File: src/rtl/gated_clk_pkg.sv
// Shared constants for the gated-clock enable controller: FSM encoding and
// default idle/wake timing.
package gated_clk_pkg;

  localparam int unsigned IDLE_THRESH_DEF = 8;
  localparam int unsigned CNT_W_DEF       = 4;
  localparam int unsigned WAKE_LAT_DEF    = 2;

  localparam logic [1:0] ST_RUN  = 2'd0;
  localparam logic [1:0] ST_REQ  = 2'd1;
  localparam logic [1:0] ST_OFF  = 2'd2;
  localparam logic [1:0] ST_WAKE = 2'd3;

  // Gating is permitted only when globally enabled and not forced on by DFT.
  function automatic logic gate_allowed(input logic global_en, input logic force_on);
    return global_en & ~force_on;
  endfunction

endpackage

File: src/rtl/gated_clk_idle_cnt.sv
// Saturating idle-cycle counter with synchronous clear; term_c flags the
// increment that completes THRESH consecutive idle cycles.
module gated_clk_idle_cnt #(
  parameter int unsigned CNT_W  = 4,
  parameter int unsigned THRESH = 8
) (
  input  logic clk,
  input  logic rst_n,
  input  logic inc,
  input  logic clr,
  output logic term_c
);

  logic [CNT_W-1:0] cnt_q;
  logic [CNT_W-1:0] cnt_d;

  always_comb begin
    cnt_d = cnt_q;
    if (clr) begin
      cnt_d = '0;
    end else if (inc && (cnt_q != {CNT_W{1'b1}})) begin
      cnt_d = cnt_q + CNT_W'(1);
    end
  end

  assign term_c = inc & ~clr & (cnt_q == CNT_W'(THRESH - 1));

  always_ff @(posedge clk or negedge rst_n) begin
    if (!rst_n) begin
      cnt_q <= '0;
    end else begin
      cnt_q <= cnt_d;
    end
  end

endmodule

File: src/rtl/gated_clk_en_ctrl.sv
// Drives an ICG module_en: detects sustained idleness, negotiates clock-off
// via gate_req/ack, and reopens the clock on wake with a settle delay.
module gated_clk_en_ctrl
  import gated_clk_pkg::*;
#(
  parameter int unsigned IDLE_THRESH = IDLE_THRESH_DEF,
  parameter int unsigned CNT_W       = CNT_W_DEF,
  parameter int unsigned WAKE_LAT    = WAKE_LAT_DEF
) (
  input  logic forever_cpuclk,
  input  logic cpurst_b,
  input  logic global_en,
  input  logic pad_yy_gate_clk_en_b,
  input  logic mod_busy,
  input  logic mod_wake_req,
  input  logic mod_gate_ack,
  output logic module_en,
  output logic gate_req,
  output logic clk_rdy,
  output logic clk_gated
);

  localparam int unsigned WCNT_W = (WAKE_LAT > 1) ? $clog2(WAKE_LAT) : 1;

  logic [1:0]        state_q, state_d;
  logic [WCNT_W-1:0] wcnt_q, wcnt_d;
  logic              module_en_d, gate_req_d, clk_rdy_d, clk_gated_d;
  logic              allow_c, active_c, idle_inc_c, idle_term_c;

  always_comb begin
    allow_c    = gate_allowed(global_en, pad_yy_gate_clk_en_b);
    active_c   = mod_busy | mod_wake_req;
    idle_inc_c = (state_q == ST_RUN) & allow_c & ~active_c;
  end

  // Counter is held at zero outside RUN so every RUN entry starts fresh.
  gated_clk_idle_cnt #(
    .CNT_W  (CNT_W),
    .THRESH (IDLE_THRESH)
  ) u_idle_cnt (
    .clk    (forever_cpuclk),
    .rst_n  (cpurst_b),
    .inc    (idle_inc_c),
    .clr    (~idle_inc_c),
    .term_c (idle_term_c)
  );

  always_comb begin
    state_d = state_q;
    wcnt_d  = '0;
    case (state_q)
      ST_RUN: begin
        if (idle_term_c) state_d = ST_REQ;
      end
      ST_REQ: begin
        // Wake or loss of permission beats a simultaneous ack.
        if (active_c || !allow_c) begin
          state_d = ST_RUN;
        end else if (mod_gate_ack) begin
          state_d = ST_OFF;
        end
      end
      ST_OFF: begin
        if (mod_wake_req || !allow_c) state_d = ST_WAKE;
      end
      ST_WAKE: begin
        if (wcnt_q == WCNT_W'(WAKE_LAT - 1)) begin
          state_d = ST_RUN;
        end else begin
          wcnt_d = wcnt_q + WCNT_W'(1);
        end
      end
      default: state_d = ST_RUN;
    endcase

    module_en_d = (state_d != ST_OFF);
    gate_req_d  = (state_d == ST_REQ);
    clk_rdy_d   = (state_d == ST_RUN) || (state_d == ST_REQ);
    clk_gated_d = (state_d == ST_OFF);
  end

  always_ff @(posedge forever_cpuclk or negedge cpurst_b) begin
    if (!cpurst_b) begin
      state_q   <= ST_RUN;
      wcnt_q    <= '0;
      module_en <= 1'b1;
      gate_req  <= 1'b0;
      clk_rdy   <= 1'b1;
      clk_gated <= 1'b0;
    end else begin
      state_q   <= state_d;
      wcnt_q    <= wcnt_d;
      module_en <= module_en_d;
      gate_req  <= gate_req_d;
      clk_rdy   <= clk_rdy_d;
      clk_gated <= clk_gated_d;
    end
  end

endmodule

File: config.mk
export PLATFORM = sky130hd
export DESIGN_NAME = gated_clk_en_ctrl
export DESIGN_NICKNAME = d
export VERILOG_FILES = /design/src/rtl/gated_clk_pkg.sv /design/src/rtl/gated_clk_idle_cnt.sv /design/src/rtl/gated_clk_en_ctrl.sv
export SDC_FILE = /design/constraint.sdc
export NUM_CORES = 1
export LEC_CHECK = 0
export ABC_AREA = 1
export ABC_CLOCK_PERIOD_IN_PS = 1600
export BUFFER_PORTS_ARGS = -buffer_cell sky130_fd_sc_hd__buf_2
export CORE_AREA = 2 2 39 41
export CTS_CLUSTER_DIAMETER = 80
export CTS_CLUSTER_SIZE = 16
export DETAILED_ROUTE_END_ITERATION = 8
export DIE_AREA = 0 0 41 43
export GPL_TIMING_DRIVEN = 0
export SYNTH_ARGS = -nofsm -noshare
export SYNTH_HDL_FRONTEND = slang
export SYNTH_SLANG_ARGS = --single-unit
File: constraint.sdc
create_clock -name forever_cpuclk -period 1.6 [get_ports forever_cpuclk]
set_clock_uncertainty 0.15 [all_clocks]
set_input_delay 0.32 -clock forever_cpuclk [delete_from_list [all_inputs] [get_ports forever_cpuclk]]
set_output_delay 0.32 -clock forever_cpuclk [all_outputs]
set_load 0.01 [all_outputs]
# After elaboration in Yosys (flattened, before gate mapping)
# Index checks and enable logic that the tools add are counted.
[op_classes]
addsub = 2
mul = 0
div_mod_pow = 0
n_lt_le_gt_ge = 0
n_eq_ne = 9
n_shift = 0
mux = 10
bitwise_logic = 7
reduce_logical = 7
[op_table]
columns = ["op", "count"]
rows = [
  ["2-bit 2-to-1 mux", 5],
  ["4-bit 2-to-1 mux", 2],
  ["2-bit one-hot mux with 4 select lines", 1],
  ["2-bit equality test, second input constant", 3],
  ["4-bit by 1-bit adder with 4-bit output, second input constant", 1],
  ["1-bit AND", 4],
  ["2-bit by 1-bit equality test with 1-bit output, second input constant", 2],
  ["4-bit by 3-bit equality test with 1-bit output, second input constant", 1],
  ["2-bit zero test", 2],
  ["2-bit != test, second input constant", 2],
  ["4-bit != test, second input constant", 1],
  ["1-bit logical OR", 3],
  ["1-bit 2-to-1 mux", 2],
  ["1-bit inverter", 2],
  ["1-bit adder, second input constant", 1],
  ["1-bit logical AND", 1],
  ["1-bit zero test", 1],
  ["1-bit bitwise OR", 1],
]
[totals]
reg_bits = 11
latchBits = 0
mem_bits_rw = 0
mem_bits_ro = 0
in_bits = 7
word_cells = 42
memories = 0

# Longest topological paths before layout
[logic_depth]
ltp_word = 9
ltp_mapped = 7

# Cells and area by module
# A second synthesis with hierarchy kept.
[hier_totals]
hier_cells = 68
area_unflattened_um2 = 548.0
[by_module_without_submodules]
columns = ["module", "n_inst", "cells_each", "area_each_um2"]
rows = [
  ["gated_clk_en_ctrl", 1, 39, 319.1],
  ["gated_clk_idle_cnt", 1, 29, 229.0],
]

# Least setup slack after synthesis
# Ideal clock, no wire load.
[synth_timing]
kind = "reg2reg"
from = "register u_idle_cnt.cnt_q[0]"
to = "register clk_gated"
t_arrival_ns = 0.987
required_time_ns = 1.337
slack_ns = 0.350
stages_incl_launch_ff = 7
synth_period_minus_slack_ns = 1.250
cell_sequence = "dfrtp_1 -> ha_1 -> nand2_1 -> nor2_2 -> nand3_1 -> nand3_4 -> inv_2"
[synth_via]
elab_chain_len = 5
[synth_lines]
columns = ["element", "line", "text"]
rows = [
  ["start: declaration", "gated_clk_idle_cnt.sv:14", "logic [CNT_W-1:0] cnt_q;"],
  ["start signal: assignment", "gated_clk_idle_cnt.sv:32", "cnt_q <= cnt_d;"],
  ["4-bit by 3-bit equality test with 1-bit output", "gated_clk_idle_cnt.sv:26", "assign term_c = inc & ~clr & (cnt_q == CNT_W'(THRESH - 1));"],
  ["1-bit AND", "gated_clk_idle_cnt.sv:26", ""],
  ["2-bit 2-to-1 mux", "gated_clk_en_ctrl.sv:53", "if (idle_term_c) state_d = ST_REQ;"],
  ["2-bit one-hot mux with 4 select lines", "gated_clk_en_ctrl.sv:51", "case (state_q)"],
  ["2-bit equality test", "gated_clk_en_ctrl.sv:79", "clk_gated_d = (state_d == ST_OFF);"],
  ["via clk_gated_d", "gated_clk_en_ctrl.sv:27", "logic module_en_d, gate_req_d, clk_rdy_d, clk_gated_d;"],
  ["end signal: assignment", "gated_clk_en_ctrl.sv:96", "clk_gated <= clk_gated_d;"],
  ["end: declaration", "gated_clk_en_ctrl.sv:20", "output logic clk_gated"],
]
# The timed path passes the listed nets, and every way through them passes these cells.
# A chain may end at the register's enable or synchronous reset.

# Final worst setup path
[layout_timing]
from = "register u_idle_cnt.cnt_q[0]"
to = "register gate_req"
[layout_via]
elab_chain_len = 5
[layout_lines]
columns = ["element", "line", "text"]
rows = [
  ["4-bit by 3-bit equality test with 1-bit output", "gated_clk_idle_cnt.sv:26", ""],
  ["1-bit AND", "gated_clk_idle_cnt.sv:26", ""],
  ["2-bit 2-to-1 mux", "gated_clk_en_ctrl.sv:53", ""],
  ["2-bit one-hot mux with 4 select lines", "gated_clk_en_ctrl.sv:51", ""],
  ["2-bit by 1-bit equality test with 1-bit output", "gated_clk_en_ctrl.sv:77", "gate_req_d = (state_d == ST_REQ);"],
  ["via gate_req_d", "gated_clk_en_ctrl.sv:27", ""],
  ["end signal: assignment", "gated_clk_en_ctrl.sv:94", "gate_req <= gate_req_d;"],
  ["end: declaration", "gated_clk_en_ctrl.sv:18", "output logic gate_req,"],
]
# The timed path passes the listed nets, and every way through them passes these cells.

==> metrics.csv <==
stage,metric,value,unit
status,status,"complete, no violations",
sta,slew_violations,0,
global_route,grt_pass1_vias,337,
die,die_w,41,microns
cells_and_area,final_nets,84,
cells_and_area,layout.cells.non_filler,91,
sta,worst_pin_slew,0.236,ns
power_and_ir_drop,power_density,940,mW/mm^2
cells_and_area,final_util,46.6,%
sta,grt_setup_unrepaired,false,
cells_and_area,synthToLayoutAreaGrowth,19.8,%
die,num_io_pins,11,
power_and_ir_drop,clkPwrFrac,31.1,%
placed_design,dp_hpwl,684,microns
logic_synthesis,synth_edf_count,0,
clock_network,cts_resized,0,
routing,first_pass_iters,4,
cells_and_area,antenna-diode-count,0,
power_and_ir_drop,power,0.606,mW
critical_path,path_class,flop to flop,
logic_synthesis,synth_seq_area_share,51.6,%
global_route,grtUsageTotal,11.5,%
logic_synthesis,synth_area_leader_cell,dfrtp_1,
critical_path,r2r-start,u_idle_cnt.cnt_q[0]$_DFFE_PN0P_,
clock_network,root_buffer,clkbuf_4,
critical_path,cp_top_family,flip-flops,
global_route,gr-total-overflow,0,
die,core,0.00138,sq mm
power_and_ir_drop,power.switching,0.163,mW
logic_synthesis,synth.distinct_cells,17,
sta,finalSetupViolations,0,
clock_network,cts_buffers,3,
routing,drt-initial-drc-count,7,
critical_path,reg2reg_depth,5,
logic_synthesis,syn_avg_cell_area,8.97,sq um
logic_synthesis,synth_area_leaders,"dfrtp_1, dfstp_2, nand2_1",
logic_synthesis,synth_seq_cells,11,
power_and_ir_drop,max-vdd-ir-drop,0.558,mV
cells_and_area,drive_gt1_share,32.0,%
logic_synthesis,synth_flop_cell,dfrtp_1,
critical_path,start_kind,flop,
sta,timing.hold.ws,0.206,ns
placed_design,place_inst,86,
critical_path,crit_start,u_idle_cnt.cnt_q[0]$_DFFE_PN0P_,
clock_network,cts.clk_slew.worst_paths,0.07,ns
routing,drc,0,
sta,relSlewSlack,84.3,%
die,dieArea,0.00176,sq mm
routing,detail_route.vias_per_cell,4.62,
cells_and_area,fill_cells,143,
routing,wl_per_cell,9.67,microns
global_route,grt_max_degree,12,
logic_synthesis,netlist_instances,60,
critical_path,endpoint_kind,flop,
logic_synthesis,yosysWarnings,0,
global_route,grt_antenna_before_repair,0,
clock_network,cts_tree,yes,
power_and_ir_drop,p_int,0.443,mW
clock_network,cts.sinks,11,
critical_path,slowest_stage,dfrtp_1,
clock_network,htreeDepth,1,
critical_path,worst-path-stages,5,
critical_path,critPathArrivalTime,1.42,ns
clock_network,clkLatencyLatePin,0.27,ns
sta,fmax,727,MHz
critical_path,crit_required,1.64,ns
critical_path,crit_buf_inv,0,
die,num_rows,14,
critical_path,r2r_slack,0.22,ns
placed_design,numPortBuffers,10,
power_and_ir_drop,combPwrFrac,16.4,%
die,die_height,43,microns
sta,hold_violations,0,
critical_path,worstSetupEndpoint,gate_req$_DFF_PN0_,
critical_path,crit_chain,ha_1 -> nand2_1 -> nor2_2 -> nand3_1 -> a21oi_1,
logic_synthesis,syn_area,538,sq um
die,start_util,38.9,%
logic_synthesis,synth_common_cells,"dfrtp_1, nand2_1, inv_1, nor2_1, nand3_1",
logic_synthesis,synth_top_area_share,41.9,%
logic_synthesis,syn-num-nets,68,
routing,wl,880,microns
global_route,grt_pass1_wl,1.30,mm
sta,period_minus_slack,1.38,ns
logic_synthesis,ys_async_sr_fraction,100,%
critical_path,crit_fanout,4,
placed_design,gp_congestion,0.636,
job,drv_cap,0,
power_and_ir_drop,p_sw_share,26.9,%
sta,min_period_over_period,86.0,%
routing,postRouteAntennaNets,0,
critical_path,r2r-end,gate_req$_DFF_PN0_,
hold_path,min-delay-start,mod_gate_ack,
routing,vias,420,
power_and_ir_drop,seqPwrFrac,52.5,%
sta,fin_setup_tns,0,ns
critical_path,cp_slowest_stage_delay,0.38,ns
clock_network,cts_buffer_depth,2,
hold_path,hp-class,input port to flop,
power_and_ir_drop,p_leak,0.325,nW
==> cells by family after synthesis <==
| family | Yosys count | synth area share (%) |
|---|---|---|
| XOR/XNOR | 2 | 3.26 |
| adder cells (fa/ha/maj) | 1 | 2.33 |
| flip-flops | 11 | 51.6 |
| AND/OR/NAND/NOR | 30 | 27.9 |
| buffers and inverters | 11 | 7.67 |
| AO/OA/AOI/OAI | 5 | 7.21 |
==> state kept, by name, summed over array words and instances (netlist names) <==
register and cells:
u_idle_cnt.cnt_q 4, state_q 2, clk_gated 1, clk_rdy 1, gate_req 1, module_en 1
wcnt_q 1
==> stage by stage <==
step           setup WS (ns)  instance area, sq um
6_report               0.225                   644
5_1_grt                0.149                   644
4_1_cts                0.194                   644
3_5_place_dp           0.210                   608
3_3_place_gp           0.264                   608
2_1_floorplan          0.350                   538
==> worst register-to-register path: cells and delay by family (launching register included) <==
kind            cells  cell delay, ns
fa+ha+maj           1            0.22
flops               1            0.38
simple gates        3            0.34
compound gates      1            0.21
==> final cells by class <==
class / count / area, sq um / area share (%)
flip-flops and latches: 11 / 278 / 43.1
multi-input cells: 38 / 219 / 34.0
repair buffers: 11 / 60.1 / 9.32
inverters: 11 / 41.3 / 6.41
clock buffers: 4 / 26.3 / 4.08
well taps: 16 / 20.0 / 3.11
==> power groups by stage <==
stage	Combinational [mW]	Sequential, mW	Clock [mW]
2_1_floorplan	0.0559	0.329	0
3_3_place_gp	0.0965	0.322	0
3_5_place_dp	0.0996	0.323	0
4_1_cts	0.102	0.318	0.191
5_1_grt	0.111	0.320	0.205
6_report	0.0992	0.318	0.189
==> worst min path at each step <==
stage,cells after the start,to,slack [ns]
6_report,3,state_q[1]$_DFF_PN0_,0.21
5_1_grt,3,state_q[1]$_DFF_PN0_,0.22
4_1_cts,3,state_q[1]$_DFF_PN0_,0.21
3_5_place_dp,1,state_q[1]$_DFF_PN0_,0.05
3_3_place_gp,1,gate_req$_DFF_PN0_,0.05
2_1_floorplan,0,clk_gated$_DFF_PN0_,-0.13
==> cells in the final DEF, fill, tap and decap left out, drive strengths merged <==
cell / instances
o21bai: 1
nand4: 1
nor3: 1
inv: 11
dfstp: 2
clkbuf: 4
dlygate4sd3: 1
ha: 1
nand2: 10
dfrtp: 9
nor2: 11
nand3: 6
buf: 10
a21oi: 4
xor2: 2
nand3b: 1
==> layer usage <==
metal  routed length, microns  global-route usage, %  vias up
met1                      375                   13.4      190
met2                      441                   17.2        9
met4                       17                   8.00        0
li1                         -                      -      217
met5                        0                      0        -
met3                       45                   3.14        4
==> what timing repair did <==
item / 4_1_cts / 5_1_grt
hold buffers: 1 / 0
setup buffers: 0 / 0
endpoints found under the hold margin: 9 / 0
Power figures use the tool's default switching activity.
